===== src/rtl/clock_start_ctrl_if.sv =====
// Control and status bundle of the clock start/stop controller.
// The master side issues start/stop requests; the slave side returns enables and gated clocks.
interface clock_start_ctrl_if #(
    parameter int NCH   = 2,
    parameter int DIV_W = 8
);
    logic                   scan_en;
    logic [NCH-1:0]         start;
    logic [NCH-1:0]         stop;
    logic [NCH*DIV_W-1:0]   div;
    logic [NCH-1:0]         clk_en;
    logic [NCH-1:0]         gclk;
    logic [NCH-1:0]         running;
    logic [NCH-1:0]         busy;

    modport master (
        output scan_en, start, stop, div,
        input  clk_en, gclk, running, busy
    );

    modport slave (
        input  scan_en, start, stop, div,
        output clk_en, gclk, running, busy
    );
endinterface


===== src/rtl/clock_start_ctrl.sv =====
// Multi-channel clock start/stop controller: per channel a start-delay / run / drain FSM
// producing a divided enable pulse, and a library-selected glitch-free clock gate.
module clock_start_ctrl #(
    parameter string LIB                     = "",
    parameter bit    NOT_IMPLEMENTED_IN_FPGA = 1'b0,
    parameter int    NCH                     = 2,
    parameter int    DIV_W                   = 8,
    parameter int    START_DLY               = 2
) (
    input logic                clk,
    input logic                rst_n,
    clock_start_ctrl_if.slave  bus
);

    typedef enum logic [1:0] {
        ST_OFF       = 2'd0,
        ST_WAIT      = 2'd1,
        ST_RUN       = 2'd2,
        ST_STOP_PEND = 2'd3
    } state_t;

    logic [NCH-1:0] clk_en_v;
    logic [NCH-1:0] gclk_v;
    logic [NCH-1:0] running_v;
    logic [NCH-1:0] busy_v;

    for (genvar i = 0; i < NCH; i++) begin : g_ch
        state_t           state;
        logic [3:0]       dcnt;
        logic [DIV_W-1:0] cnt;
        logic [DIV_W-1:0] div_q;
        logic             pulse;
        logic             gate_en;

        assign pulse = (cnt == div_q);

        always_ff @(posedge clk or negedge rst_n) begin
            if (!rst_n) begin
                state <= ST_OFF;
                dcnt  <= '0;
                cnt   <= '0;
                div_q <= '0;
            end else begin
                case (state)
                    ST_OFF: begin
                        // stop wins over a simultaneous start
                        if (bus.start[i] && !bus.stop[i]) begin
                            state <= ST_WAIT;
                            div_q <= bus.div[i*DIV_W +: DIV_W];
                            dcnt  <= 4'(START_DLY);
                        end
                    end
                    ST_WAIT: begin
                        if (bus.stop[i]) begin
                            state <= ST_OFF;
                        end else if (dcnt == 4'd0) begin
                            state <= ST_RUN;
                            cnt   <= '0;
                        end else begin
                            dcnt <= dcnt - 4'd1;
                        end
                    end
                    ST_RUN: begin
                        cnt <= pulse ? '0 : cnt + 1'b1;
                        // a stop on the pulse cycle makes that pulse the last one
                        if (bus.stop[i]) begin
                            state <= pulse ? ST_OFF : ST_STOP_PEND;
                        end
                    end
                    ST_STOP_PEND: begin
                        cnt <= pulse ? '0 : cnt + 1'b1;
                        if (pulse) begin
                            state <= ST_OFF;
                        end
                    end
                    default: state <= ST_OFF;
                endcase
            end
        end

        // Outputs are pure decodes of flops, so the gate enable cannot glitch.
        assign clk_en_v[i]  = ((state == ST_RUN) || (state == ST_STOP_PEND)) && pulse;
        assign running_v[i] = (state == ST_RUN) || (state == ST_STOP_PEND);
        assign busy_v[i]    = (state != ST_OFF);
        assign gate_en      = clk_en_v[i] | bus.scan_en;

        if (LIB == "RTL") begin : g_gate_rtl
            logic en_lat;
            always_latch begin
                if (!clk) en_lat = gate_en;
            end
            assign gclk_v[i] = clk & en_lat;
        end else if (LIB == "NANGATE45") begin : g_gate_ng45
`ifdef SYNTHESIS
            CLKGATETST_X1 u_icg (
                .CK  (clk),
                .E   (clk_en_v[i]),
                .SE  (bus.scan_en),
                .GCK (gclk_v[i])
            );
`else
            // behavioural stand-in for the library ICG when cell models are not compiled in
            logic en_lat;
            always_latch begin
                if (!clk) en_lat = gate_en;
            end
            assign gclk_v[i] = clk & en_lat;
`endif
        end else if (LIB == "LIB_XILINX7") begin : g_gate_x7
            if (NOT_IMPLEMENTED_IN_FPGA) begin : g_bypass
                // consumers qualify with clk_en instead of a gated clock
                assign gclk_v[i] = clk;
            end else begin : g_bufgce
`ifdef SYNTHESIS
                BUFGCE u_bufgce (
                    .I  (clk),
                    .CE (gate_en),
                    .O  (gclk_v[i])
                );
`else
                logic en_lat;
                always_latch begin
                    if (!clk) en_lat = gate_en;
                end
                assign gclk_v[i] = clk & en_lat;
`endif
            end
        end else begin : g_gate_bad
`ifndef SYNTHESIS
`ifdef DEBUG_PRIMITIVE_LIB_PARAMETER
            initial begin
                $display("-E- incorrect parameter");
                $finish;
            end
`else
            $error("-E- incorrect parameter");
`endif
`endif
            assign gclk_v[i] = 1'b0;
        end
    end

    assign bus.clk_en  = clk_en_v;
    assign bus.gclk    = gclk_v;
    assign bus.running = running_v;
    assign bus.busy    = busy_v;

endmodule


===== src/flat_wrapper.sv =====
// flat-port wrapper written by rule: the top's interface ports become plain ports
module clock_start_ctrl_flat 
#(
    parameter string LIB                     = "",
    parameter bit    NOT_IMPLEMENTED_IN_FPGA = 1'b0,
    parameter int    NCH                     = 2,
    parameter int    DIV_W                   = 8,
    parameter int    START_DLY               = 2
)
  (clk, rst_n, bus_scan_en, bus_start, bus_stop, bus_div, bus_clk_en, bus_gclk, bus_running, bus_busy);
  clock_start_ctrl_if #(.NCH(NCH), .DIV_W(DIV_W)) bus_i ();
  input logic clk;
  input logic rst_n;
  input wire logic [$bits(bus_i.scan_en)-1:0] bus_scan_en;
  input wire logic [$bits(bus_i.start)-1:0] bus_start;
  input wire logic [$bits(bus_i.stop)-1:0] bus_stop;
  input wire logic [$bits(bus_i.div)-1:0] bus_div;
  output wire logic [$bits(bus_i.clk_en)-1:0] bus_clk_en;
  output wire logic [$bits(bus_i.gclk)-1:0] bus_gclk;
  output wire logic [$bits(bus_i.running)-1:0] bus_running;
  output wire logic [$bits(bus_i.busy)-1:0] bus_busy;
  assign bus_i.scan_en = bus_scan_en;
  assign bus_i.start = bus_start;
  assign bus_i.stop = bus_stop;
  assign bus_i.div = bus_div;
  assign bus_clk_en = bus_i.clk_en;
  assign bus_gclk = bus_i.gclk;
  assign bus_running = bus_i.running;
  assign bus_busy = bus_i.busy;
  clock_start_ctrl #(.LIB(LIB), .NOT_IMPLEMENTED_IN_FPGA(NOT_IMPLEMENTED_IN_FPGA), .NCH(NCH), .DIV_W(DIV_W), .START_DLY(START_DLY)) u_core (.clk(clk), .rst_n(rst_n), .bus(bus_i));
endmodule

===== config.mk =====
export PLATFORM = sky130hd
export DESIGN_NAME = clock_start_ctrl_flat
export DESIGN_NICKNAME = d
export VERILOG_FILES = /design/src/rtl/clock_start_ctrl_if.sv /design/src/rtl/clock_start_ctrl.sv /design/src/flat_wrapper.sv
export SDC_FILE = /design/constraint.sdc
export NUM_CORES = 1
export LEC_CHECK = 0
export ABC_AREA = 0
export ABC_CLOCK_PERIOD_IN_PS = 2100
export CAP_MARGIN = 15
export CORE_UTILIZATION = 25
export DETAILED_ROUTE_END_ITERATION = 8
export PLACE_DENSITY = 0.47
export SLEW_MARGIN = 20
export SYNTH_ARGS = -nofsm -noshare
export SYNTH_HDL_FRONTEND = slang
export SYNTH_SLANG_ARGS = --single-unit

===== constraint.sdc =====
create_clock -name clk -period 2.1 [get_ports clk]
set_clock_uncertainty 0.05 [all_clocks]
set_input_delay 0.42 -clock clk [delete_from_list [all_inputs] [get_ports clk]]
set_output_delay 0.42 -clock clk [all_outputs]
set_load 0.02 [all_outputs]

**Word-level counts from Yosys, hierarchy flattened**

Cells that the tools add are included.

- Bits in registers: 44
- Bits in latches: 0
- Bits in writable memories: 0
- Memory bits (read-only): 0
- Input bits: 23
- Output and inout port bits: 8
- Word-level logic and storage cells: 92
- Memories kept: 0

- Add/sub/neg operators: 4
- Multipliers: 0
- Div/mod/pow operators: 0
- $lt $le $gt $ge: 0
- Equal/unequal tests: 22
- Shift operators: 0
- Mux-type cells: 30
- Bitwise logic cells: 0
- Reductions and logical operators: 28

Operators by type and width:

| operator | count |
|---|---|
| two-way mux 8 bit | 6 |
| case mux 8 bit (2 select lines) | 2 |
| two-way mux 2 bit | 12 |
| two-way mux 4 bit | 6 |
| adder 8 x 1 -> 8 bit (second input constant) | 2 |
| == test 8 bit | 2 |
| case mux 2 bit (4 select lines) | 2 |
| case mux 4 bit (2 select lines) | 2 |
| AND reduction 4 bit | 4 |
| inequality test 2 x 1 -> 1 bit (second input constant) | 6 |
| inequality test 2 bit (second input constant) | 6 |
| nonzero test 2 bit | 6 |
| == test 2 bit (second input constant) | 4 |
| zero test 4 bit | 2 |
| subtractor 4 x 1 -> 4 bit (second input constant) | 2 |
| inequality test 3 x 2 -> 1 bit (second input constant) | 2 |
| AND reduction 3 bit | 2 |
| == test 2 x 1 -> 1 bit (second input constant) | 2 |
| logical AND 1 bit | 4 |
| zero test 2 bit | 2 |
| AND reduction 2 bit | 2 |
| OR reduction 2 bit | 2 |
| zero test 1 bit | 2 |
| logical OR 1 bit | 2 |

**Logic depth before layout (Yosys ltp)**

Gate-level depths: netlist (run 1).

- Depth in word-level cells: 4
- Gate-level depth with buffers: 6

**Least setup slack after synthesis (run 1)**

OpenSTA, ideal clock, no wires.

- Kind: register to output
- Start point: register u_core.g_ch[1].cnt[0]
- End point: output port bus_clk_en[1]
- Arrival time: 1343 ps
- Data required time: 1630 ps
- Setup slack: 287 ps
- Cell stages (with the launch flop): 4
- Buffers on the path: 0
- Cell sequence: dfrtp_1 xnor2_1 nand4_1 nor3_1

- Cells in the longest elaborated chain, start to end: 2

Ends and longest elaborated chain:

| element | line | source |
|---|---|---|
| from (decl) | clock_start_ctrl.sv:30 | `logic [DIV_W-1:0] cnt;` |
| from (signal assigned) | clock_start_ctrl.sv:64 | `cnt <= pulse ? '0 : cnt + 1'b1;` |
| from (signal assigned) | clock_start_ctrl.sv:71 | `cnt <= pulse ? '0 : cnt + 1'b1;` |
| == test 8 bit | clock_start_ctrl.sv:35 | `assign pulse = (cnt == div_q);` |
| logical AND 1 bit | clock_start_ctrl.sv:82 | `assign clk_en_v[i] = ((state == ST_RUN) \|\| (state == ST_STOP_PEND)) && pulse;` |
| to (decl) | flat_wrapper.sv:18 | `output wire logic [$bits(bus_i.clk_en)-1:0] bus_clk_en;` |

No other way between the ends.

**Worst setup path in the final report (run 1)**

- Start point: register u_core.g_ch[1].state[1]
- End point: output port bus_busy[1]

- Cells in the longest elaborated chain, start to end: 1

Ends and longest elaborated chain:

| element | line | source |
|---|---|---|
| from (decl) | clock_start_ctrl.sv:28 | `state_t state;` |
| from (signal assigned) | clock_start_ctrl.sv:67 | `state <= pulse ? ST_OFF : ST_STOP_PEND;` |
| nonzero test 2 bit | clock_start_ctrl.sv:84 | `assign busy_v[i] = (state != ST_OFF);` |
| to (decl) | flat_wrapper.sv:21 | `output wire logic [$bits(bus_i.busy)-1:0] bus_busy;` |

No other way between the ends.

==> results.md, run 1 <==
- The sequential power share is 36.6%.
- Clock tree synthesis selected as its root buffer the cell sky130_fd_sc_hd__clkbuf_8.
- The count of nets left with antenna violations once routing finished came out at 0.
- The tool flagged a number of max-cap violations equal to 0.
- The number of cells in the design after placement is 419.
- Setup repair after global routing left no endpoint under its margin.
- At the pin with the least slew margin, the transition time is 0.575 ns.
- The die covers 10100 um^2.
- The worst hold slack is 0.150 ns.
- The layout filler cell count is 984.
- The clock input transition at the sequential cells of the worst setup and hold paths is 0.09 ns.
- The cell area after technology mapping is 2420 um^2.
- sky130_fd_sc_hd__dfrtp_1 is the most common cell in the netlist.
- The analysis attributes to cell leakage a power of 1.30 nW.
- The count of pins over their slew limit is 0.
- The internal power component is 2.61 mW.
- Entering global routing, the biggest net connects 45 pins.
- The switching share of total power is 38.8%.
- The initial antenna violation count came to 0.
- The final routed wirelength across all metal layers is 5.15 mm.
- From synthesis to final layout, the design area changed by 31.7%.
- 31 I/O pins were placed.
- In the final layout, the share of cells above drive strength 1 is 25.1%.
- The number of flops mapped to enable cells by yosys is 0.
- The maximum fanout along the worst path is 5.
- The register bit total from synthesis is 44.
- Setup violations remaining at the end of the flow were counted as 0.
- The worst path arrival time is 1.55 ns.
- The worst slack at placement is -0.0335 ns.
- The sum of net half-perimeters after detailed placement is 3.72 mm.
- The worst-case IR drop observed on VDD is 0.487 mV.
- After synthesis, the most frequently instantiated cells are sky130_fd_sc_hd__dfrtp_1 (44), sky130_fd_sc_hd__nand2_1 (26), sky130_fd_sc_hd__mux2_2 (16), sky130_fd_sc_hd__xnor2_1 (16), sky130_fd_sc_hd__o21ai_0 (15).
- The path class of the tightest hold or removal check is input port to async pin.
- The vias per cell is 4.62.
- The floorplan has 35 rows.
- The overall overflow remaining after global route is 0.
- Of the available clock period, the critical path in the final layout requires 96.3%.
- In this run, post-CTS hold repair placed 0 buffers.
- The total number of yosys warnings is 0.
- The wire length of the first global-routing pass is 8.63 mm.
- Power spread over the standard cell area amounts to 1340 nW/um^2.
- The combinational group share of total power is 50.6%.
- The share of the yosys chip area belonging to registers is 45.5%.
- Synthesis produced a netlist whose cell count is 240.
- Before antenna repair, the detailed router went through 4 iterations.
- The detailed router's first-iteration violation count is 91.
- The clock share of power is 12.8%.
- The routability congestion estimate from global placement is 0.853.
- STA classifies the critical path startpoint as a flip-flop.
- Clock tree synthesis inserted a total of 5 buffers.
- Once layout is complete, the cells apart from fillers number 428.
- The required time reported for the critical path endpoint is 1.63 ns.
- The via total after detailed routing is 1978.
- For this design, the sink count on the clock tree is 44.
- The prevailing post-synth register cell is sky130_fd_sc_hd__dfrtp_1.
- In the post-route analysis, the smallest setup slack over all paths is 0.0780 ns.
- TritonCTS built the clock tree.
- The net count of the finished layout is 326.
- The flow ran to the end, and the final reports show no timing, DRC or antenna violations.
- The overall track demand over capacity in global routing is 10.9%.
- Counting along the longest clock path gives a buffer depth of 2.
- The cell type contributing the most total cell area after synthesis is sky130_fd_sc_hd__dfrtp_1.
- The number of different library cells used by synthesis comes to 45.
- The number of hold violations in the final report is 0.
- The die is 100 um wide.
- The count of port buffers added during placement is 27.
- After synthesis, the cell types taking the most area are sky130_fd_sc_hd__dfrtp_1 (46%), sky130_fd_sc_hd__mux2_2 (7.5%), sky130_fd_sc_hd__xnor2_1 (5.8%).
- The region available for standard cell placement spans 9280 um^2.
- In this run the vertical extent of the chip is 100 um.
- The via count of the first global-routing pass came to 1861.
- STA classifies the critical path endpoint as an output pin.
- The fraction of registers with async set/reset is 100%.
- The finished cells cover 3180 um^2.
- After synthesis, the mean cell area works out to 10.1 um^2.
- The total net switching power is 1.66 mW.
- The starting density of the core is 26.0%.
- The setup check on the worst reg-to-reg path leaves a slack of 0.32 ns.
- The headroom to the max-slew limit is 61.7%.
- In this run the biggest area consumer among cell types represents 45.5% of the synthesized area.
- The cell area after placement is 3050 um^2.
- Based on the critical path, the design can be clocked at up to 495 MHz.
- In the routed design, unresolved DRC markers number 0.
- The antenna diode count is 0.
- The number of levels in the clock H-tree is 2.
- The worst setup path category is flip-flop to output pin.
- The source-to-sink clock delay at the later pin of the worst-skew pair is 0.29 ns.
- The shortest period the worst path allows is 2.02 ns.
- The average wire per standard cell is 12.0 um.
[worst paths after layout]
| check | from | endpoint | cells after the start |
|---|---|---|---|
| worst max-delay path | u_core.g_ch[1].state[1] | bus_busy[1] | 2 |
| worst min-delay path | rst_n | u_core.g_ch[1].state[1] | 2 |
| worst max register to register | u_core.g_ch[1].dcnt[1] | u_core.g_ch[1].dcnt[1] | 7 |
| worst min register to register | u_core.g_ch[0].div_q[2] | u_core.g_ch[0].div_q[2] | 1 |
| max in group asynchronous | rst_n | u_core.g_ch[0].cnt[4] | 2 |
| min in group clk | u_core.g_ch[0].div_q[2] | u_core.g_ch[0].div_q[2] | 1 |
[critical path, stage by stage (launching register included)]
cell and delay, ns:
sky130_fd_sc_hd__dfrtp_1 0.44, sky130_fd_sc_hd__or2_2 0.29, sky130_fd_sc_hd__clkdlybuf4s50_1 0.54
[power by group through the flow]
| stage | clock network (mW) | registers [mW] | logic, mW |
|---|---|---|---|
| 2_1_floorplan | 0 | 1.55 | 1.29 |
| 3_3_place_gp | 0 | 1.55 | 2.10 |
| 3_5_place_dp | 0 | 1.56 | 2.11 |
| 4_1_cts | 0.581 | 1.55 | 2.13 |
| 5_1_grt | 0.610 | 1.62 | 2.41 |
| 6_report | 0.546 | 1.56 | 2.16 |
[sequential cells by signal (all words and copies together), names as in the netlist]
register           cells
u_core.g_ch.state      4
u_core.g_ch.cnt       16
u_core.g_ch.dcnt       8
u_core.g_ch.div_q     16
[metal layers]
metal	global-route usage [%]	wire length [um]	share of wire (%)
met5	0	0	0
met3	2.44	179	3.5
met4	3.34	39	0.76
met1	15.5	2610	51
met2	16.4	2330	45
[logic make-up after synthesis]
| family | share of synthesized area, % |
|---|---|
| multiplexers | 7.45 |
| adder cells (fa/ha/maj) | 2.59 |
| other | 0.155 |
| AND/OR/NAND/NOR | 17.1 |
| buffers and inverters | 4.14 |
| flip-flops | 45.5 |
| XOR/XNOR | 6.16 |
| AO/OA/AOI/OAI | 16.8 |
[layout make-up]
cell class                      instances  area [um^2]  share of cell area (%)
Inverter                               13         48.8                    1.53
Tap cell                              129          161                    5.07
Sequential cell                        44         1100                    34.6
Clock buffer                            8         90.1                    2.83
Multi-Input combinational cell        174         1260                    39.5
Timing Repair Buffer                   60          524                    16.5
[per-stage QoR]
step	power, mW	TNS (ns)	util (%)
6_report	4.27	0	34.3
5_1_grt	4.64	0	34.3
4_1_cts	4.25	0	33.9
3_5_place_dp	3.67	-0.0489	32.8
3_3_place_gp	3.66	-0.0282	32.8
2_1_floorplan	2.85	0	-
[placed cells by master (no fill, tap or decap), types with 2 or more instances in the layout]
cell / n
sky130_fd_sc_hd__o311ai_1: 3
sky130_fd_sc_hd__nor4_1: 2
sky130_fd_sc_hd__o2111ai_1: 2
sky130_fd_sc_hd__nor3b_1: 2
sky130_fd_sc_hd__or2_2: 3
sky130_fd_sc_hd__xnor2_2: 4
sky130_fd_sc_hd__ha_1: 5
sky130_fd_sc_hd__nor2_2: 2
sky130_fd_sc_hd__o21ai_2: 2
sky130_fd_sc_hd__nor3_1: 5
sky130_fd_sc_hd__clkdlybuf4s50_1: 23
sky130_fd_sc_hd__conb_1: 2
sky130_fd_sc_hd__a31oi_1: 5
sky130_fd_sc_hd__o31ai_1: 2
sky130_fd_sc_hd__dfrtp_1: 44
sky130_fd_sc_hd__a22o_1: 3
sky130_fd_sc_hd__mux2_2: 16
sky130_fd_sc_hd__clkbuf_1: 2
sky130_fd_sc_hd__nand3_1: 8
sky130_fd_sc_hd__nand4_1: 6
sky130_fd_sc_hd__o21ai_1: 2
sky130_fd_sc_hd__buf_2: 2
sky130_fd_sc_hd__inv_1: 13
sky130_fd_sc_hd__a21oi_1: 6
sky130_fd_sc_hd__o211ai_1: 13
sky130_fd_sc_hd__xnor2_1: 12
sky130_fd_sc_hd__clkbuf_8: 6
sky130_fd_sc_hd__nand2_1: 26
sky130_fd_sc_hd__buf_4: 32
sky130_fd_sc_hd__nor2_1: 8
sky130_fd_sc_hd__and3_1: 3
sky130_fd_sc_hd__o21ai_0: 15
[timing repair]
action,CTS,global route
gates cloned,0,0
pin swaps,0,3
setup endpoints to repair,2,3
setup buffers,0,1
gates resized for setup,8,7
Power figures use the tool's default switching activity.
==> inputs of run 2 (changes only) <==
Settings changed: ABC_AREA 0 to 1, CELL_PAD_IN_SITES_DETAIL_PLACEMENT from default to 0, CELL_PAD_IN_SITES_GLOBAL_PLACEMENT from default to 2, PLACE_DENSITY 0.47 to 0.7.
==> run 2 against run 1 <==
Net effect: sequential power is 27% lower; clock-buffer cell count down 2; cell area grew 1.7%; die area grew 4.7%; non-clock buffer count down 8; global-route usage increased by 1.9 points; final cell count rose by 25%; hold slack lost 0.11 ns.
==> results.md, run 2 <==
- The run finished with clean final reports.
- The vertical extent of the die is 103 um (+2.3%).
- The deepest clock path buffer count came to 2 (unchanged).
- The min-delay analysis places its worst path in the category input port to async pin.
- The number of rows created at floorplan was 36 (+2.9%).
- The quantity of hold-fixing buffers added after cts is 0 (unchanged).
- The worst path arrival time was 1.48 ns (-0.07 ns).
- The cell area after technology mapping is 2530 um^2 (+4.8%).
- The number of sinks handled by clock tree synthesis was 44 (unchanged).
- The number of flops mapped to enable cells by yosys came to 0 (unchanged).
- The total iterations of the first detailed-routing run is 4 (unchanged).
- Relative to the synthesized area, the layout overhead comes to 27.8%.
- STA classifies the critical path endpoint as an output pin.
- The detailed router's first-iteration violation count is 45 (-51%).
- The register bit total from synthesis was 44 (unchanged).
- The final period utilization came to 93.1% (-3.2 points).
- The initial antenna violation count was 0 (unchanged).
- The maximum fanout along the worst path is 5 (unchanged).
- The routability congestion estimate from global placement is 0.750 (-12%).
- The clock input transition at the sequential cells of the worst setup and hold paths is 0.10 ns (about the same).
- Yosys instantiated no cell more often than sky130_fd_sc_hd__nand2_1.
- The count of pins over their slew limit was 0 (unchanged).
- The total number of yosys warnings came to 0 (unchanged).
- The global-route track usage on met1 came to 14.8% (-0.63 points).
- The die extent in x is 103 um (+2.3%).
- The wire length of the first global-routing pass came to 10.3 mm (+19%).
- The total negative setup slack is 0 ns (unchanged).
- The met2 track utilization from global routing is 23.1% (+6.6 points).
- The antenna diode count was 0 (unchanged).
- The source-to-sink clock delay at the later pin of the worst-skew pair came to 0.30 ns (about the same).
- The worst setup path category is flip-flop to output pin.
- The number of routed nets with antenna violations is 0 (unchanged).
- The number of levels in the clock H-tree is 2 (unchanged).
- The number of violations of the max-capacitance limit was 0 (unchanged).
- The worst ir drop on vdd came to 0.368 mV (-24%).
- The overall overflow remaining after global route is 0 (unchanged).
- The register area was 1100 um^2 (unchanged).
- The met3 track demand over resource is 3.32% (+0.88 points).
- The post-synthesis cell count is 347 (+45%).
- The core box area is 9820 um^2 (+5.8%).
- Ranked by total cell area, the synthesized netlist is headed by sky130_fd_sc_hd__dfrtp_1 (43%), sky130_fd_sc_hd__nand2_1 (19%), sky130_fd_sc_hd__inv_1 (7.3%).
- The average wire per standard cell is 10.7 um (-11%).
- The via count of the first global-routing pass is 2269 (+22%).
- The share of the yosys chip area belonging to registers was 43.5% (-2.1 points).
- The area of the die is 10500 um^2 (+4.7%).
- The most used routing layer in global routing is met2.
- In the layout the commonest cells are sky130_fd_sc_hd__nand2_1 (126), sky130_fd_sc_hd__inv_1 (49), sky130_fd_sc_hd__dfrtp_1 (44), sky130_fd_sc_hd__buf_4 (24), sky130_fd_sc_hd__clkdlybuf4s50_1 (23).
- The leading cell type in the layout, fill and taps excluded is sky130_fd_sc_hd__nand2_1.
- The critical path goes through nor2_2 -> inv_1 -> clkdlybuf4s50_1.
- The vias per cell is 4.07 (-12%).
- The number of top-level pins is 31 (unchanged).
- The leakage power is 1.71 nW (+32%).
- Sorting the synthesized cells by how often they occur yields sky130_fd_sc_hd__nand2_1 (126), sky130_fd_sc_hd__inv_1 (49), sky130_fd_sc_hd__dfrtp_1 (44), sky130_fd_sc_hd__o21ai_0 (21), sky130_fd_sc_hd__nor2_1 (19).
- The overall track demand over capacity in global routing was 12.8% (+1.9 points).
- Among cell families on the critical path, the largest total delay comes from buffers and inverters.
- The average size of a mapped cell was 7.30 um^2 (-28%).
- TritonCTS built the clock tree.
- The number of cells in the design after placement is 525 (+25%).
- The via total after detailed routing is 2170 (+9.7%).
- The delay of the slowest cell on the worst path is 0.53 ns (about the same).
- The highest attainable clock frequency came to 512 MHz (+3.4%).
- The required time reported for the critical path endpoint is 1.63 ns (about the same).
- The final net count came to 427 (+31%).
- The number of different library cells in the post-synthesis netlist is 30 (-33%).
- The final routed wirelength across all metal layers is 5.73 mm (+11%).
- The maximum number of pins on one net before global-route repair was 45 (unchanged).
- The final setup violation count is 0 (unchanged).
- The final cell count without fillers was 533 (+25%).
- The layout filler cell count is 1124 (+14%).
- The cell type contributing the most total cell area after synthesis is sky130_fd_sc_hd__dfrtp_1.
- The total DRC errors in the routed layout is 0 (unchanged).
- The count of buffering cells on the critical path with inverters included is 2 (+1).
- Setup repair after global routing left no endpoint under its margin.
- The total area of multi-input combinational cells is 1190 um^2 (-5.6%).
- The clock tree root buffer cell is sky130_fd_sc_hd__clkbuf_8.
- The type of element launching the critical path is a flip-flop.
- The number of hold violations in the final report is 0 (unchanged).
- The power density over the cells came to 873 nW/um^2 (-35%).
- The clock buffer count from CTS was 5 (unchanged).
- The starting density of the core is 25.8% (-0.23 points).
- The shortest period the worst path allows is 1.95 ns (-0.0673 ns).
- The fraction of registers with async set/reset is 100% (unchanged).
- The most used flip-flop cell after synthesis is sky130_fd_sc_hd__dfrtp_1.
- For this design, the slowest cell found on the critical path is sky130_fd_sc_hd__clkdlybuf4s50_1.
- The largest registers in the layout are u_core.g_ch.cnt (16), u_core.g_ch.div_q (16), u_core.g_ch.dcnt (8).
- The ratio of cells with drive above 1 in the final layout was 14.5% (-11 points).
- The count of port buffers added during placement is 27 (unchanged).
- The proportion of netlist area held by the largest area contributor was 43.5% (-2.1 points).
- The sum of net half-perimeters after detailed placement is 4.28 mm (+15%).
==> run 2: changes by cell type after synthesis, sizes merged, moves of 6 or more <==
cell / delta
nand2: +108
inv: +39
mux2: -16
nor2: +13
o211ai: -13
o21ai: +9
nand3: +8
xnor2: -6
==> run 2: metal layers <==
layer / vias up / part of all wire, % / wire, um
met2: 25 / 49 / 2790
met1: 971 / 47 / 2690
met3: 8 / 3.3 / 190
li1: 1166 / - / -
met5: - / 0 / 0
met4: 0 / 1.1 / 61
==> run 2: cell families after synthesis <==
| group | count (synthesis) | share of synthesized area, % |
|---|---|---|
| other | 1 | 0.148 |
| AND/OR/NAND/NOR | 187 | 31.8 |
| AO/OA/AOI/OAI | 36 | 7.85 |
| adder cells (fa/ha/maj) | 5 | 2.47 |
| XOR/XNOR | 13 | 4.49 |
| buffers and inverters | 61 | 9.83 |
| flip-flops | 44 | 43.5 |
==> run 2: path summary, 6_finish.rpt <==
check | startpoint | to | slack, ns | cells after the start
max reg2reg | u_core.g_ch[1].dcnt[0] | u_core.g_ch[1].cnt[5] | 0.59 | 7
max in group asynchronous | rst_n | u_core.g_ch[1].cnt[4] | 1.74 | 2
min | rst_n | u_core.g_ch[0].div_q[1] | 0.04 | 2
min in group clk | u_core.g_ch[0].dcnt[0] | u_core.g_ch[0].dcnt[0] | 0.44 | 1
max | u_core.g_ch[1].state[0] | bus_busy[1] | 0.15 | 3
min reg2reg | u_core.g_ch[0].dcnt[0] | u_core.g_ch[0].dcnt[0] | 0.44 | 1
==> run 2: final cells by class <==
class	instances	share of cell area [%]
Timing Repair Buffer	52	14.1
Clock inverter	2	1.20
Sequential cell	44	34.0
Tap cell	133	5.14
Clock buffer	6	2.55
Inverter	53	6.30
Multi-Input combinational cell	243	36.7
==> run 2: repair_timing <==
item | 4_1_cts | 5_1_grt
setup buffers | 0 | 0
gates resized for setup | 5 | 3
setup endpoints to repair | 2 | 3
pin swaps | 0 | 0
==> run 2: metrics by stage <==
step | cell area, um^2 | setup slack (ns) | util (%) | hold WS (ns) | total power [mW]
6_report | 3240 | 0.145 | 33.0 | 0.0410 | 2.83
3_3_place_gp | 3120 | 0.0356 | 31.8 | 0.376 | 2.17
2_1_floorplan | 2540 | 0.482 | - | 0.0744 | 1.80
5_1_grt | 3240 | 0.0375 | 33.0 | 0.0382 | 3.11
4_1_cts | 3250 | 0.00589 | 33.1 | 0.0339 | 2.90
3_5_place_dp | 3120 | 0.0587 | 31.8 | 0.376 | 2.17
==> run 2: where the power goes <==
| group | switching, mW | internal [mW] |
|---|---|---|
| sequential | 0.121 | 1.02 |
| combinational | 0.560 | 0.429 |
| clock | 0.310 | 0.389 |
==> inputs of run 3 (changes only) <==
Settings changed: CTS_BUF_LIST from default to sky130_fd_sc_hd__clkbuf_8, HOLD_SLACK_MARGIN from default to 0.15.
==> run 3 against run 2 <==
Net effect: wire length increased by 0.37%; maximum frequency about the same; register-to-register slack about the same; first-iteration DRC count unchanged; sequential share of layout area decreased by 0.10 points; cell area increased by 0.31%; total power increased by 0.11%; highest routed layer unchanged; global-route usage about the same; critical path type unchanged; critical path depth unchanged.
==> results.md, run 3 (synthesis gave the netlist of run 2 again) <==
- The clock share of power came to 24.8% (about the same).
- The antenna diode count is 0 (unchanged).
- The area growth from synthesis to layout is 28.2%.
- The maximum fanout along the worst path came to 5 (unchanged).
- The overall overflow remaining after global route was 0 (unchanged).
- The total net switching power is 0.993 mW (+0.19%).
- The vias per cell came to 4.07 (about the same).
- The sequential power share is 40.2% (about the same).
- The via total after detailed routing is 2175 (+0.23%).
- The initial antenna violation count is 0 (unchanged).
- The delay of the slowest cell on the worst path is 0.53 ns (about the same).
- The final setup violation count was 0 (unchanged).
- The worst setup path is launched from a flip-flop.
- The required time reported for the critical path endpoint came to 1.63 ns (about the same).
- The wire length of the first global-routing pass came to 10.3 mm (+0.27%).
- The most used routing layer in global routing is met2.
- The leakage power is 1.71 nW (+0.24%).
- The ratio of cells with drive above 1 in the final layout is 14.5% (-0.036 points).
- The average wire per standard cell was 10.8 um (+0.18%).
- The final routed wirelength across all metal layers came to 5.75 mm (+0.37%).
- The via count of the first global-routing pass is 2281 (+0.53%).
- The routability congestion estimate from global placement is 0.750 (unchanged).
- The shortest period the worst path allows came to 1.95 ns (+0.000122 ns).
- Setup repair after global routing left no endpoint under its margin.
- Walking the worst path, the cells encountered are nor2_2 -> inv_1 -> clkdlybuf4s50_1.
- The worst hold slack is 0.440 ns (+0.399 ns).
- The tightest min-delay check is of the flip-flop to flip-flop type.
- The final setup slack of the worst path was 0.145 ns (-0.000122 ns).
- The total iterations of the first detailed-routing run is 4 (unchanged).
- Leaving out fill and tap cells, the most frequent cell in the layout is sky130_fd_sc_hd__nand2_1.
- The worst ir drop on vdd is 0.368 mV (about the same).
- The highest attainable clock frequency came to 512 MHz (about the same).
- The worst path arrival time is 1.48 ns (about the same).
- By startpoint and endpoint, the worst setup path is classified as flip-flop to output pin.
- The maximum number of pins on one net before global-route repair is 45 (unchanged).
- The sum of internal, switching and leakage power is 2.83 mW (+0.11%).
- The total negative setup slack is 0 ns (unchanged).
- The die extent in x is 103 um (unchanged).
- The layout filler cell count is 1123 (-0.089%).
- The global-route track usage on met1 was 14.8% (unchanged).
- The top cell types in the final layout, fill and taps aside, are sky130_fd_sc_hd__nand2_1 (126), sky130_fd_sc_hd__inv_1 (49), sky130_fd_sc_hd__dfrtp_1 (44), sky130_fd_sc_hd__buf_4 (24), sky130_fd_sc_hd__clkdlybuf4s50_1 (23).
- The sum of net half-perimeters after detailed placement is 4.28 mm (unchanged).
- The cell with the largest stage delay on the worst path is sky130_fd_sc_hd__clkdlybuf4s50_1.
- The overall track demand over capacity in global routing is 12.8% (+0.029 points).
- The combinational group share of total power came to 35.0% (about the same).
- The worst slack at placement is 0.0587 ns (unchanged).
- The source-to-sink clock delay at the later pin of the worst-skew pair is 0.30 ns (about the same).
- The clock tree root buffer cell is sky130_fd_sc_hd__clkbuf_8.
- The number of rows created at floorplan was 36 (unchanged).
- The final period utilization was 93.1% (about the same).
- The power density over the cells is 871 nW/um^2 (-0.20%).
- The number of top-level pins is 31 (unchanged).
- The met3 track demand over resource is 3.32% (unchanged).
- The clock input transition at the sequential cells of the worst setup and hold paths was 0.09 ns (about the same).
- The deepest clock path buffer count is 2 (unchanged).
- The number of routed nets with antenna violations is 0 (unchanged).
- The detailed router's first-iteration violation count is 45 (unchanged).
- The kind of cell with the highest combined delay along the critical path is buffers and inverters.
- The count of pins over their slew limit is 0 (unchanged).
- The number of violations of the max-capacitance limit is 0 (unchanged).
- The number of levels in the clock H-tree is 2 (unchanged).
- The TritonCTS clock tree is built.
- The met2 track utilization from global routing is 23.2% (+0.10 points).
- The number of setup buffers added after CTS is 0 (unchanged).
- The number of sinks handled by clock tree synthesis is 44 (unchanged).
- The kind of end point of the critical path is an output pin.
- The clock buffer count from CTS is 5 (unchanged).
- The run finished with clean final reports.
- The total DRC errors in the routed layout is 0 (unchanged).
- The largest registers in the layout are u_core.g_ch.cnt (16), u_core.g_ch.div_q (16), u_core.g_ch.dcnt (8).
- The summed area of non-filler cells in the final layout is 3250 um^2 (+0.31%).
- The vertical extent of the die is 103 um (unchanged).
- The internal power component was 1.84 mW (about the same).
- The switching share of total power is 35.1% (about the same).
- The final net count is 428 (+0.23%).
- The starting density of the core is 25.8% (unchanged).
- The area of the die is 10500 um^2 (unchanged).
- The number of hold violations in the final report is 0 (unchanged).
- The core box area is 9820 um^2 (unchanged).
- The count of port buffers added during placement is 27 (unchanged).
- The count of buffering cells on the critical path with inverters included is 2 (unchanged).
- The cell area after placement is 3120 um^2 (unchanged).
-- run 3: changes by cell type in the layout (fill, tap and decap cells not counted), sizes merged --
cell	change
dlygate4sd3	+1
-- run 3: what timing repair did --
action                     CTS  global route
cloned                       0             0
gates resized for setup      5             3
hold endpoints to repair    44             0
hold buffers                 1             0
setup endpoints to repair    2             3
-- run 3: worst paths after layout --
path,end,slack (ns),depth (start not counted),from
hold reg to reg,u_core.g_ch[0].dcnt[0],0.44,1,u_core.g_ch[0].dcnt[0]
min in group asynchronous,u_core.g_ch[0].div_q[0],0.58,3,rst_n
hold / removal,u_core.g_ch[0].dcnt[0],0.44,1,u_core.g_ch[0].dcnt[0]
setup reg to reg,u_core.g_ch[1].cnt[5],0.59,7,u_core.g_ch[1].dcnt[0]
setup / recovery,bus_busy[1],0.15,3,u_core.g_ch[1].state[0]
max in group asynchronous,u_core.g_ch[1].div_q[3],1.21,3,rst_n
-- run 3: cell type report --
type                       instances  area [um^2]  area share (%)
inverter                          53          204            6.28
sequential                        44         1100            33.9
clock buffer                       6         82.6            2.54
multi-input combinational        243         1190            36.6
clock inverter                     2         38.8            1.19
timing repair buffer              53          468            14.4
tap                              133          166            5.12
-- run 3: through the flow --
step                      instances  util (%)
after CTS                       534      33.2
after detailed placement        525      31.8
after global placement          525      31.8
after global routing            534      33.1
after floorplan                 348         -
final                           534      33.1
-- run 3: layer usage --
layer,wire [um],share of wire [%]
met1,2700,47
met2,2800,49
met3,187,3.3
met4,61,1.1
met5,0,0
-- run 3: power groups by stage --
stage	logic [mW]	clock network (mW)	registers [mW]
finish	0.990	0.701	1.14
global route	1.17	0.776	1.17
CTS	1.02	0.739	1.14
detailed placement	1.01	0	1.16
global placement	1.01	0	1.16
floorplan	0.657	0	1.15
